$ cat config.mk
export PLATFORM = sky130hd
export DESIGN_NAME = ad_avg_bcd
export DESIGN_NICKNAME = d
export VERILOG_FILES = /design/src/rtl/ad_pkg.sv /design/src/rtl/bin2bcd_seq.sv /design/src/rtl/ad_avg_bcd.sv
export SDC_FILE = /design/constraint.sdc
export NUM_CORES = 1
export LEC_CHECK = 0
export ABC_CLOCK_PERIOD_IN_PS = 3950
export BUFFER_PORTS_ARGS = -buffer_cell sky130_fd_sc_hd__buf_2
export CORE_MARGIN = 5
export CORE_UTILIZATION = 49
export DETAILED_ROUTE_END_ITERATION = 12
export GPL_ROUTABILITY_DRIVEN = 0
export PLACE_DENSITY = 0.68
export SYNTH_ARGS = -nofsm -noshare
export SYNTH_HDL_FRONTEND = slang
export SYNTH_SLANG_ARGS = --single-unit
$ cat constraint.sdc
create_clock -name CLK -period 3.95 [get_ports CLK]
set_clock_uncertainty 0.1 [all_clocks]
set_input_delay 0.395 -clock CLK [delete_from_list [all_inputs] [get_ports CLK]]
set_output_delay 0.395 -clock CLK [all_outputs]
set_load 0.02 [all_outputs]
$ cat src/rtl/ad_pkg.sv
// Shared types, sizes and the BCD digit-adjust helper for the ADC averaging/display path.
// No logic of its own, so there is no latency or backpressure here.
package ad_pkg;

    typedef enum logic [2:0] {
        S_CLR,
        S_IDLE,
        S_ACCUM,
        S_SCALE,
        S_CONV,
        S_DONE
    } state_t;

    localparam int MV_W        = 14;
    localparam int BCD_DIGITS  = 4;
    localparam int CONV_CYCLES = 14;
    localparam int LATENCY     = 17;

    // Double-dabble pre-shift step: every digit of 5 or more gets 3 added.
    function automatic logic [4*BCD_DIGITS-1:0] bcd_adjust(input logic [4*BCD_DIGITS-1:0] d);
        logic [4*BCD_DIGITS-1:0] r;
        r = d;
        for (int i = 0; i < BCD_DIGITS; i++) begin
            if (r[4*i +: 4] >= 4'd5) begin
                r[4*i +: 4] = r[4*i +: 4] + 4'd3;
            end
        end
        return r;
    endfunction

endpackage

$ cat src/rtl/bin2bcd_seq.sv
// Sequential shift-add-3 binary to packed-BCD converter, one bit per cycle.
// 14 cycles after load; a load while converting restarts it, and there is no stall input.
module bin2bcd_seq
    import ad_pkg::*;
(
    input  logic                    clk,
    input  logic                    rst_n,
    input  logic                    load,
    input  logic [MV_W-1:0]         bin,
    output logic [4*BCD_DIGITS-1:0] bcd,
    output logic                    done
);

    localparam int CNT_W = $clog2(CONV_CYCLES);

    logic [4*BCD_DIGITS-1:0] digits;
    logic [4*BCD_DIGITS-1:0] adj;
    logic [MV_W-1:0]         shreg;
    logic [CNT_W-1:0]        cnt;
    logic                    active;
    logic                    last_iter;

    assign adj       = bcd_adjust(digits);
    assign last_iter = active && (cnt == CNT_W'(CONV_CYCLES - 1));

    always_ff @(posedge clk) begin
        if (!rst_n) begin
            digits <= '0;
            shreg  <= '0;
            cnt    <= '0;
            active <= 1'b0;
        end else if (load) begin
            digits <= '0;
            shreg  <= bin;
            cnt    <= '0;
            active <= 1'b1;
        end else if (active) begin
            {digits, shreg} <= {adj[4*BCD_DIGITS-2:0], shreg, 1'b0};
            cnt             <= cnt + CNT_W'(1);
            if (last_iter) begin
                active <= 1'b0;
            end
        end
    end

    // done marks the cycle whose closing edge finishes the conversion; bcd is final right after it.
    assign done = last_iter;
    assign bcd  = digits;

endmodule

$ cat src/rtl/ad_avg_bcd.sv
// Moving average of ADC samples, scaled to mV and converted to 4 BCD digits for the display.
// Result_Valid 17 cycles after the Data_Valid edge; edges arriving while Busy are dropped and flag Overrun.
module ad_avg_bcd
    import ad_pkg::*;
#(
    parameter int AVG_LOG2 = 3,
    parameter int VREF_MV  = 5000,
    parameter int DATA_W   = 10
) (
    input  logic                    CLK,
    input  logic                    RSTn,
    input  logic [DATA_W-1:0]       Data_In,
    input  logic                    Data_Valid,
    output logic [DATA_W-1:0]       Avg_Data,
    output logic [4*BCD_DIGITS-1:0] BCD_Out,
    output logic                    Result_Valid,
    output logic                    Busy,
    output logic                    Overrun
);

    localparam int WIN    = 1 << AVG_LOG2;
    localparam int PTR_W  = (AVG_LOG2 == 0) ? 1 : AVG_LOG2;
    localparam int SUM_W  = DATA_W + AVG_LOG2;
    localparam int PROD_W = 24;

    state_t                  state, next_state;
    logic                    dv_q;
    logic                    dv_edge;
    logic [DATA_W-1:0]       sample;
    logic [DATA_W-1:0]       avg_q;
    logic [DATA_W-1:0]       avg_now;
    logic [SUM_W-1:0]        sum;
    logic [PTR_W-1:0]        wr_ptr;
    logic                    ptr_last;
    logic [DATA_W-1:0]       sbuf [WIN];
    logic [PROD_W-1:0]       product;
    logic [MV_W-1:0]         mv;
    logic                    conv_load;
    logic                    conv_done;
    logic [4*BCD_DIGITS-1:0] conv_bcd;

    assign dv_edge   = Data_Valid && !dv_q;
    assign ptr_last  = (wr_ptr == PTR_W'(WIN - 1));
    assign avg_now   = DATA_W'(sum >> AVG_LOG2);
    assign product   = PROD_W'(avg_now) * PROD_W'(VREF_MV);
    assign mv        = product[PROD_W-1:10];
    assign conv_load = (state == S_SCALE);
    assign Busy      = (state != S_IDLE);

    always_comb begin
        next_state = state;
        case (state)
            S_CLR:   if (ptr_last) next_state = S_IDLE;
            S_IDLE:  if (dv_edge) next_state = S_ACCUM;
            S_ACCUM: next_state = S_SCALE;
            S_SCALE: next_state = S_CONV;
            S_CONV:  if (conv_done) next_state = S_DONE;
            S_DONE:  next_state = S_IDLE;
            default: next_state = S_CLR;
        endcase
    end

    always_ff @(posedge CLK) begin
        if (!RSTn) begin
            state        <= S_CLR;
            dv_q         <= 1'b0;
            sample       <= '0;
            sum          <= '0;
            wr_ptr       <= '0;
            avg_q        <= '0;
            Avg_Data     <= '0;
            BCD_Out      <= '0;
            Result_Valid <= 1'b0;
            Overrun      <= 1'b0;
        end else begin
            state        <= next_state;
            Result_Valid <= 1'b0;
            // Edge history is frozen during the clear so a level held across reset still counts once.
            if (state != S_CLR) begin
                dv_q <= Data_Valid;
            end
            if (dv_edge && state != S_IDLE && state != S_CLR) begin
                Overrun <= 1'b1;
            end
            case (state)
                S_CLR: wr_ptr <= ptr_last ? '0 : wr_ptr + PTR_W'(1);
                S_IDLE: begin
                    if (dv_edge) begin
                        sample <= Data_In;
                    end
                end
                S_ACCUM: begin
                    sum    <= sum + SUM_W'(sample) - SUM_W'(sbuf[wr_ptr]);
                    wr_ptr <= ptr_last ? '0 : wr_ptr + PTR_W'(1);
                end
                S_SCALE: avg_q <= avg_now;
                S_DONE: begin
                    Avg_Data     <= avg_q;
                    BCD_Out      <= conv_bcd;
                    Result_Valid <= 1'b1;
                end
                default: ;
            endcase
        end
    end

    // Sample window storage; wiped entry by entry while in S_CLR.
    always_ff @(posedge CLK) begin
        if (state == S_CLR) begin
            sbuf[wr_ptr] <= '0;
        end else if (state == S_ACCUM) begin
            sbuf[wr_ptr] <= sample;
        end
    end

    bin2bcd_seq u_bin2bcd (
        .clk   (CLK),
        .rst_n (RSTn),
        .load  (conv_load),
        .bin   (mv),
        .bcd   (conv_bcd),
        .done  (conv_done)
    );

endmodule

==> results of run 1 <==
-- logic make-up after synthesis --
| logic type | synth area share (%) |
|---|---|
| AO/OA/AOI/OAI | 10.8 |
| flip-flops | 45.7 |
| XOR/XNOR | 1.24 |
| adder cells (fa/ha/maj) | 14.7 |
| buffers and inverters | 5.62 |
| AND/OR/NAND/NOR | 12.5 |
| multiplexers | 9.40 |
-- what timing repair did --
item / CTS / global route
pin swaps: 3 / 9
endpoints found under the setup margin: 5 / 11
setup buffers: 0 / 2
endpoints found under the hold margin: 0 / 0
resized for setup: 6 / 33
-- layer usage --
metal  up-vias  part of all wire [%]
met2       177                    49
met1      3301                    43
met3        32                   4.8
li1       3450                     -
met4         0                   2.3
met5         -                     0
-- synthesized netlist by cell type, types with 4 or more instances --
| library cell | count |
|---|---|
| ha_1 | 75 |
| clkbuf_1 | 19 |
| nor3_1 | 13 |
| nor3b_1 | 4 |
| o211ai_1 | 6 |
| xor2_1 | 5 |
| and3_1 | 4 |
| fa_1 | 26 |
| dfxtp_1 | 106 |
| mux2i_1 | 31 |
| or3_1 | 4 |
| a21oi_1 | 80 |
| inv_1 | 95 |
| nand2_1 | 122 |
| nor2_1 | 64 |
| xnor2_1 | 9 |
| and2_1 | 4 |
| a21boi_0 | 4 |
| a211oi_1 | 7 |
| a21o_1 | 10 |
| mux2_2 | 15 |
| nand4_1 | 8 |
| mux4_2 | 20 |
| o31ai_1 | 4 |
| nand2b_1 | 15 |
| nand3_1 | 24 |
| edfxtp_1 | 80 |
| buf_2 | 17 |
| o21ai_0 | 22 |
| o21a_1 | 5 |
-- cell type report --
class,count,share of cell area [%]
clock buffers,17,3.72
clock inverters,15,1.60
inverters,95,3.12
multi-input cells,625,44.2
flip-flops and latches,186,39.6
well taps,270,2.95
repair buffers,85,4.82
-- worst paths after layout --
check	endpoint	slack, ns	cells after the start
hold reg to reg	dv_q	0.35	2
setup / recovery	u_bin2bcd.shreg[10]	0.15	15
hold / removal	sample[4]	0.08	3
setup reg to reg	u_bin2bcd.shreg[10]	0.15	15
-- layout by cell type (no fill, tap or decap), types with 4 or more instances in the layout --
master     Yosys  routed
a211oi_1       7       6
a21o_1        10      10
a21oi_1       80      80
and2_1         4       4
buf_2         17      41
buf_4          2      42
clkbuf_16      0      17
dfxtp_1      106     100
dfxtp_2        0       6
edfxtp_1      80      80
fa_1          26      26
ha_1          75      59
ha_4           0      15
inv_1         95      90
inv_2          0       5
inv_8          0       5
mux2_2        15      15
mux2i_1       31      31
mux4_2        20      20
nand2_1      122     122
nand2b_1      15      15
nand3_1       24      24
nand4_1        8       8
nor2_1        64      63
nor3_1        13      13
nor3b_1        4       4
o211ai_1       6       6
o21a_1         5       5
o21ai_0       22      20
o31ai_1        4       4
or3_1          4       4
xnor2_1        9       9
xor2_1         5       5
-- through the flow --
step	area (µm²)	utilization (%)	total power [W]	TNS (ns)
after global placement	10600	52.7	0.00243	0
after detailed placement	10600	52.7	0.00244	-0.140
after floorplan	9890	-	0.00234	-0.0236
after CTS	11200	55.9	0.00419	0
final	11400	57.1	0.00416	0
after global routing	11400	57.1	0.00433	-0.113
-- critical path, stage by stage (launching register included) --
cell	delay, ns
dfxtp_2	0.34
inv_2	0.06
buf_4	0.15
fa_1	0.51
inv_1	0.05
ha_1	0.31
fa_1	0.55
ha_4	0.22
ha_4	0.24
ha_4	0.24
buf_4	0.15
a21o_1	0.16
a31oi_1	0.20
o221a_2	0.23
nand4b_1	0.11
o311ai_1	0.10
-- power groups by stage --
stage / sequential [W] / clock [W] / combinational, W
2_1_floorplan: 0.00209 / 0 / 0.000250
3_3_place_gp: 0.00210 / 0 / 0.000334
3_5_place_dp: 0.00210 / 0 / 0.000338
4_1_cts: 0.00206 / 0.00179 / 0.000341
5_1_grt: 0.00206 / 0.00189 / 0.000378
6_report: 0.00206 / 0.00177 / 0.000341
-- sequential cells by signal, indices dropped and copies added (netlist names), named ones only --
name	flops
Overrun	1
u_bin2bcd.shreg	14
BCD_Out	16
sample	10
Result_Valid	1
u_bin2bcd.bcd	16
sum	13
wr_ptr	3
u_bin2bcd.active	1
dv_q	1
sbuf	80
u_bin2bcd.cnt	4
state	3
avg_q	10
Avg_Data	10
==> flow_metrics.env, run 1 <==
export IMPL_outcome="complete, no violations"
export IMPL_startpoint="sum[8]"
export IMPL_rows=52
export IMPL_yosysTopAreaCell="edfxtp_1"
export IMPL_portBuffers=41
export IMPL_slew_headroom_pct=17.4
export IMPL_worstReg2RegStart="sum[8]"
export IMPL_cts_tree="yes"
export IMPL_grt_util_met3_pct=3.92
export IMPL_timing_final_ws_setup_ns=0.147
export IMPL_grt_overflow_total=0
export IMPL_wl_per_cell_um=16.3
export IMPL_synth_edf_count=80
export IMPL_dr_pass1_iters=5
export IMPL_p_sw_w=0.00101
export IMPL_multi_input_area_um2=5060
export IMPL_async_flop_share_pct=0
export IMPL_via_per_inst=5.38
export IMPL_final_cells=1293
export IMPL_synthDominantCellAreaShare_pct=24.3
export IMPL_path_class="flop to flop"
export IMPL_hold_viol_final=0
export IMPL_crit_path_end_kind="flop"
export IMPL_max_clock_freq_mhz=263
export IMPL_period_share_pct=96.3
export IMPL_die_h_um=152
export IMPL_p_seq_share_pct=49.4
export IMPL_ys_ff_latch=186
export IMPL_ys_warn_count=0
export IMPL_setup_violations=0
export IMPL_use_met2_pct=30.5
export IMPL_postSynthNetCount=1063
export IMPL_drt_initial_drc_count=336
export IMPL_tightest_slew_ns=1.23
export IMPL_io_pin_count=42
export IMPL_grt_pass1_vias=6747
export IMPL_synth_cell_area_um2=9890
export IMPL_synth_ff_type="dfxtp_1"
export IMPL_required_ns=4.20
export IMPL_layout_min_cycle_time_ns=3.80
export IMPL_drv_slew=0
export IMPL_num_antenna_cells=0
export IMPL_grt_use_total_pct=18.4
export IMPL_die_area_um2=23100
export IMPL_grt_pass1_wl_um=34400
export IMPL_clk_pin_slew_worst_paths_ns=0.07
export IMPL_min_path_type="primary input to flop"
export IMPL_swShare_pct=24.3
export IMPL_pre_cts_ws_ns=-0.117
export IMPL_grt_most_used_layer="met2"
export IMPL_num_vias=6960
export IMPL_clockBufferDepth=2
export IMPL_grt_max_degree=48
export IMPL_min_delay_start="Data_In[4]"
export IMPL_startpoint_type="flop"
export IMPL_regArea_um2=4530
export IMPL_synthTopCellsByArea="edfxtp_1, dfxtp_1, ha_1"
export IMPL_arrival_ns=4.05
export IMPL_p_int_w=0.00315
export IMPL_drc=0
export IMPL_p_leak_nw=4.73
export IMPL_drv_cap=0
export IMPL_ant_nets=0
export IMPL_pwr_share_comb_pct=8.2
export IMPL_antenna_found_initial=0
export IMPL_synth_avg_cell_area_um2=10.4
export IMPL_peakVddDrop_v=0.000312
export IMPL_clockRootBuffer="clkbuf_16"
export IMPL_ys_seq_area_share_pct=45.7
export IMPL_synth_cell_types=63
export IMPL_num_fill_cells=1759
export IMPL_clockPowerShare_pct=42.4
export IMPL_cts_made_buffers=17
export IMPL_clkLatencyLatePin_ns=0.45
export IMPL_place_inst=1259
export IMPL_dieWidth_um=152
export IMPL_grt_met1_usage_pct=24.0
export IMPL_initial_core_util_pct=49.4
export IMPL_powerDensity_nw_per_um2=364
export IMPL_clock_sinks=186
export IMPL_cts_max_level=4
export IMPL_core_area_um2=20000
export IMPL_cp_max_fo=5
export IMPL_netlist_instances=949
export IMPL_hpwlAfterDp_um=14800
export IMPL_finalNetCount=1124
export IMPL_ctsHoldBuffers=0
export IMPL_area_delta_synth_final_pct=15.7
export IMPL_drive_gt1_share_pct=19.4
export IMPL_hold_worst_slack_ns=0.0814
export IMPL_wl_um=21100
Power figures use the tool's default switching activity.
==> inputs of run 2 (changes only) <==
ABC_CLOCK_PERIOD_IN_PS = 3200   (was 3950)
clock period = 3.2 ns   (was 3.95 ns; I/O delays follow)
==> run 2 against run 1 <==
The flow now finishes with violations (negative setup slack). Worst hold slack got worse by 0.058 ns. Global-route usage rose by 1.4 points. Routed wire length rose by 9.8%. Sequential power rose by 23%. Clock-buffer cell count rose by 2. Critical endpoint is now u_bin2bcd.shreg[5]. Largest cell class unchanged. Largest power group unchanged.
==> flow_metrics.env, run 2 (synthesis gave the netlist of run 1 again) <==
export IMPL_cts_made_buffers=17
export IMPL_drv_slew=0
export IMPL_clock_sinks=186
export IMPL_min_path_type="primary input to flop"
export IMPL_clockRootBuffer="clkbuf_16"
export IMPL_clockPowerShare_pct=39.2
export IMPL_core_area_um2=20000
export IMPL_finalPower_w=0.00528
export IMPL_portBuffers=41
export IMPL_wl_per_cell_um=16.9
export IMPL_crit_slowest_cell="fa_1"
export IMPL_dr_pass1_iters=5
export IMPL_setup_violations=19
export IMPL_drt_initial_drc_count=263
export IMPL_violations="negative setup slack"
export IMPL_max_clock_freq_mhz=265
export IMPL_path_class="flop to flop"
export IMPL_clockBufferDepth=2
export IMPL_top_register="sbuf"
export IMPL_io_pin_count=42
export IMPL_die_area_um2=23100
export IMPL_cpPeakStageDelay_ns=0.55
export IMPL_startpoint_type="flop"
export IMPL_initial_core_util_pct=49.4
export IMPL_required_ns=3.43
export IMPL_tightest_slew_ns=0.769
export IMPL_tns_ns=-6.54
export IMPL_timing_final_ws_setup_ns=-0.574
export IMPL_p_int_w=0.00395
export IMPL_crit_top_cell="ha_4"
export IMPL_area_delta_synth_final_pct=28.6
export IMPL_arrival_ns=4.00
export IMPL_clkLatencyLatePin_ns=0.44
export IMPL_rows=52
export IMPL_peakVddDrop_v=0.000339
export IMPL_rsz0062_at_grt="true"
export IMPL_ctsHoldBuffers=0
export IMPL_powerDensity_nw_per_um2=415
export IMPL_drv_cap=0
export IMPL_p_leak_nw=5.12
export IMPL_drc=0
export IMPL_dieWidth_um=152
export IMPL_layout_min_cycle_time_ns=3.77
export IMPL_grt_use_total_pct=19.8
export IMPL_slew_headroom_pct=48.3
export IMPL_finalNetCount=1199
export IMPL_period_share_pct=118
export IMPL_p_seq_share_pct=48.0
export IMPL_wl_um=23200
export IMPL_num_vias=7397
export IMPL_crit_path_end_kind="flop"
export IMPL_clk_pin_slew_worst_paths_ns=0.08
export IMPL_drive_gt1_share_pct=32.9
export IMPL_grt_pass1_vias=7178
export IMPL_path_cells="inv_4 -> fa_1 -> inv_2 -> ha_4 -> ha_4 -> ha_4 -> inv_2 -> fa_1 -> inv_2 -> ha_4 -> a21o_4 -> a21oi_4 -> buf_6 -> a21boi_2 -> mux2i_1 -> nor2_1"
export IMPL_final_cell_mix="nand2_1, buf_4, dfxtp_1"
export IMPL_grt_max_degree=38
export IMPL_pwr_share_comb_pct=12.7
export IMPL_final_common_cell="nand2_1"
export IMPL_outcome="finished, violations left"
export IMPL_via_per_inst=5.41
export IMPL_antenna_found_initial=0
export IMPL_hpwlAfterDp_um=15500
export IMPL_num_fill_cells=1595
export IMPL_cts_tree="yes"
export IMPL_grt_overflow_total=0
export IMPL_swShare_pct=25.1
export IMPL_hold_viol_final=0
export IMPL_largest_reg_flops=80
export IMPL_die_h_um=152
export IMPL_grt_pass1_wl_um=37200
export IMPL_num_antenna_cells=0
export IMPL_cp_max_fo=3
export IMPL_p_sw_w=0.00133
export IMPL_cts_max_level=4
export IMPL_ant_nets=0
-- run 2: cell types whose count changed in the layout (fill, tap and decap cells not counted), sizes merged --
cell and change:
buf +74, clkinv -3, clkinvlp +3, clkbuf +2
bufinv -1, inv -1, o21ai +1
-- run 2: final timing paths --
| path | from | to | slack, ns | cells past startpoint |
|---|---|---|---|---|
| min | Data_In[0] | sample[0] | 0.02 | 3 |
| max reg2reg | sum[7] | u_bin2bcd.shreg[5] | -0.57 | 16 |
| min reg2reg | avg_q[4] | Avg_Data[4] | 0.35 | 2 |
| max | sum[7] | u_bin2bcd.shreg[5] | -0.57 | 16 |
-- run 2: power by group through the flow --
stage | combinational, W | clock (W) | sequential [W]
6_report | 0.000673 | 0.00207 | 0.00254
5_1_grt | 0.000731 | 0.00221 | 0.00254
4_1_cts | 0.000638 | 0.00210 | 0.00254
3_5_place_dp | 0.000522 | 0 | 0.00259
3_3_place_gp | 0.000511 | 0 | 0.00259
2_1_floorplan | 0.000346 | 0 | 0.00258
-- run 2: layout make-up --
class / instances / area [µm²] / area share (%)
multi-input combinational: 626 / 5700 / 44.8
sequential: 186 / 4550 / 35.7
timing repair buffer: 159 / 1200 / 9.46
clock buffer: 19 / 433 / 3.40
inverter: 95 / 367 / 2.88
tap: 270 / 338 / 2.65
clock inverter: 13 / 139 / 1.09
-- run 2: repair_timing --
item / 4_1_cts / 5_1_grt
pin swaps: 42 / 70
buffers inserted: 9 / 11
gates cloned: 2 / 0
gates resized for setup: 73 / 53
setup endpoints to repair: 20 / 21
-- run 2: critical path, delay by kind of cell, from the launching register on --
kind                     cells  cell delay (ns)
AO/OA/AOI/OAI                3             0.48
adder cells (fa/ha/maj)      6             2.07
buffers and inverters        5             0.33
flip-flops                   1             0.36
multiplexers                 1             0.23
AND/OR/NAND/NOR              1             0.09
-- run 2: metal layers --
layer / up-vias / share of wire, % / global-route usage (%)
li1: 3589 / - / -
met1: 3597 / 42 / 25.1
met2: 165 / 52 / 34.3
met3: 46 / 3.7 / 3.38
met4: 0 / 2.8 / 6.72
met5: - / 0 / 0
-- run 2: through the flow --
step                      utilization (%)  cell area (µm²)  hold slack (ns)  setup WS [ns]  std cells
after floorplan                         -            10100            0.327         -0.631        949
after global placement               56.2            11300            0.334         -0.550       1318
after detailed placement             56.2            11300            0.345         -0.588       1318
after CTS                            61.7            12400          0.00143         -0.491       1360
after global routing                 63.5            12700           0.0252         -0.705       1368
final                                63.5            12700           0.0231         -0.574       1368
==> inputs of run 3 (changes only) <==
CELL_PAD_IN_SITES_DETAIL_PLACEMENT = 0   (was default)
CELL_PAD_IN_SITES_GLOBAL_PLACEMENT = 2   (was default)
CORE_UTILIZATION = 37   (was 49)
CTS_CLUSTER_DIAMETER = 40   (was default)
PLACE_DENSITY = default   (was 0.68)
PLACE_DENSITY_LB_ADDON = 0.1   (was default)
==> run 3 against run 2 <==
The run still ends with negative setup slack left. Cell count increased by 5.6%. Worst setup slack improved by 0.074 ns. Largest power group unchanged. Sequential share of layout area decreased by 0.69 points. Critical path depth decreased by 1. Clock power increased by 6%. First-iteration DRC count increased by 54%.
==> flow_metrics.env, run 3 (synthesis gave the netlist of run 1 again) <==
export IMPL_drt_initial_drc_count=404
export IMPL_final_cell_mix="nand2_1, buf_4, dfxtp_1"
export IMPL_drive_gt1_share_pct=33.9
export IMPL_critPathBufInv=4
export IMPL_dieWidth_um=174
export IMPL_antenna_found_initial=0
export IMPL_hpwlAfterDp_um=17200
export IMPL_drv_slew=0
export IMPL_core_area_um2=26200
export IMPL_path_cells="inv_2 -> fa_1 -> inv_2 -> ha_4 -> inv_2 -> fa_1 -> inv_1 -> ha_4 -> ha_4 -> ha_4 -> and3_4 -> and2_4 -> nand4_1 -> o32a_1 -> o311ai_2"
export IMPL_arrival_ns=3.94
export IMPL_required_ns=3.44
export IMPL_clk_pin_slew_worst_paths_ns=0.08
export IMPL_grt_pass1_wl_um=39700
export IMPL_die_h_um=174
export IMPL_startpoint_type="flop"
export IMPL_slew_headroom_pct=63.3
export IMPL_drc=0
export IMPL_portBuffers=41
export IMPL_initial_core_util_pct=37.7
export IMPL_final_util_pct=49.5
export IMPL_die_area_um2=30100
export IMPL_cts_made_buffers=17
export IMPL_top_register="sbuf"
export IMPL_path_delay_family="adder cells"
export IMPL_ant_nets=0
export IMPL_setup_violations=19
export IMPL_timing_final_ws_setup_ns=-0.500
export IMPL_io_pin_count=42
export IMPL_pre_cts_ws_ns=-0.630
export IMPL_clockBufferDepth=2
export IMPL_drv_cap=0
export IMPL_dr_pass1_iters=5
export IMPL_peakVddDrop_v=0.000345
export IMPL_num_vias=7241
export IMPL_clockRootBuffer="clkbuf_16"
export IMPL_hold_viol_final=0
export IMPL_tns_ns=-5.06
export IMPL_wl_um=24600
export IMPL_grt_pass1_vias=7027
export IMPL_num_antenna_cells=0
export IMPL_grt_max_degree=45
export IMPL_path_class="flop to flop"
export IMPL_p_leak_nw=5.21
export IMPL_via_per_inst=5.01
export IMPL_crit_top_cell="ha_4"
export IMPL_clock_sinks=186
export IMPL_cp_max_fo=4
export IMPL_cpPeakStageDelay_ns=0.54
export IMPL_period_share_pct=116
export IMPL_powerDensity_nw_per_um2=419
export IMPL_cts_tree="yes"
export IMPL_clkLatencyLatePin_ns=0.44
export IMPL_grt_use_total_pct=16.6
export IMPL_max_clock_freq_mhz=270
export IMPL_hold_worst_slack_ns=0.0175
export IMPL_finalNetCount=1211
export IMPL_rows=59
export IMPL_largest_reg_flops=80
export IMPL_outcome="finished, violations left"
export IMPL_crit_slowest_cell="fa_1"
export IMPL_final_common_cell="nand2_1"
export IMPL_rsz0062_at_grt="true"
export IMPL_crit_path_end_kind="flop"
export IMPL_violations="negative setup slack"
export IMPL_area_delta_synth_final_pct=31.2
export IMPL_num_fill_cells=2418
export IMPL_layout_min_cycle_time_ns=3.70
export IMPL_min_path_type="primary input to flop"
export IMPL_grt_overflow_total=0
export IMPL_tightest_slew_ns=0.550
export IMPL_cts_max_level=4
export IMPL_wl_per_cell_um=17.0
==> run 3: worst paths after layout <==
kind,from,end,slack [ns],depth (start not counted)
max,sum[11],u_bin2bcd.shreg[10],-0.50,15
min,Data_In[7],sample[7],0.02,3
max reg2reg,sum[11],u_bin2bcd.shreg[10],-0.50,15
min reg2reg,BCD_Out[3],BCD_Out[3],0.35,2
==> run 3: worst reg2reg max path, stage by stage (launching register included) <==
cell      delay (ns)
dfxtp_2         0.35
inv_2           0.06
fa_1            0.54
inv_2           0.05
ha_4            0.25
inv_2           0.03
fa_1            0.49
inv_1           0.06
ha_4            0.27
ha_4            0.20
ha_4            0.28
and3_4          0.20
and2_4          0.15
nand4_1         0.10
o32a_1          0.38
o311ai_2        0.08
==> run 3: layer usage <==
layer,GRT usage (%),wire length [µm],up-vias
met5,0,0,-
met4,3.96,265,0
met1,23.8,12300,3494
li1,-,-,3617
met2,26.5,11400,112
met3,2.46,602,18
==> run 3: power by group <==
group / internal (W) / total, W / switching [W] / leakage (nW)
combinational: 0.000359 / 0.000696 / 0.000337 / 3.21
sequential: 0.00251 / 0.00253 / 0.0000200 / 1.70
clock: 0.00109 / 0.00220 / 0.00112 / 0.302
total: 0.00396 / 0.00543 / 0.00147 / 5.21
==> run 3: final cells by class <==
cell class | count | area [µm²] | share of cell area, %
clock buffer | 17 | 425 | 3.28
inverter | 95 | 367 | 2.82
clock inverter | 15 | 204 | 1.57
multi-input combinational | 626 | 5710 | 44.0
tap | 335 | 419 | 3.23
timing repair buffer | 171 | 1300 | 10.0
sequential | 186 | 4550 | 35.0
==> run 3: repair_timing <==
| item | in CTS | in global routing |
|---|---|---|
| buffers inserted | 6 | 9 |
| hold buffers | 5 | 0 |
| setup endpoints to repair | 20 | 22 |
| hold endpoints to repair | 5 | 0 |
| resized for setup | 69 | 63 |
| gates cloned | 2 | 0 |
| pin swaps | 36 | 56 |
==> run 3: metrics by stage <==
step,std cells,power [W],instance area [µm²]
floorplan,949,0.00293,10100
global placement,1394,0.00314,11400
detailed placement,1394,0.00314,11400
CTS,1437,0.00548,12600
global route,1445,0.00567,13000
finish,1445,0.00543,13000
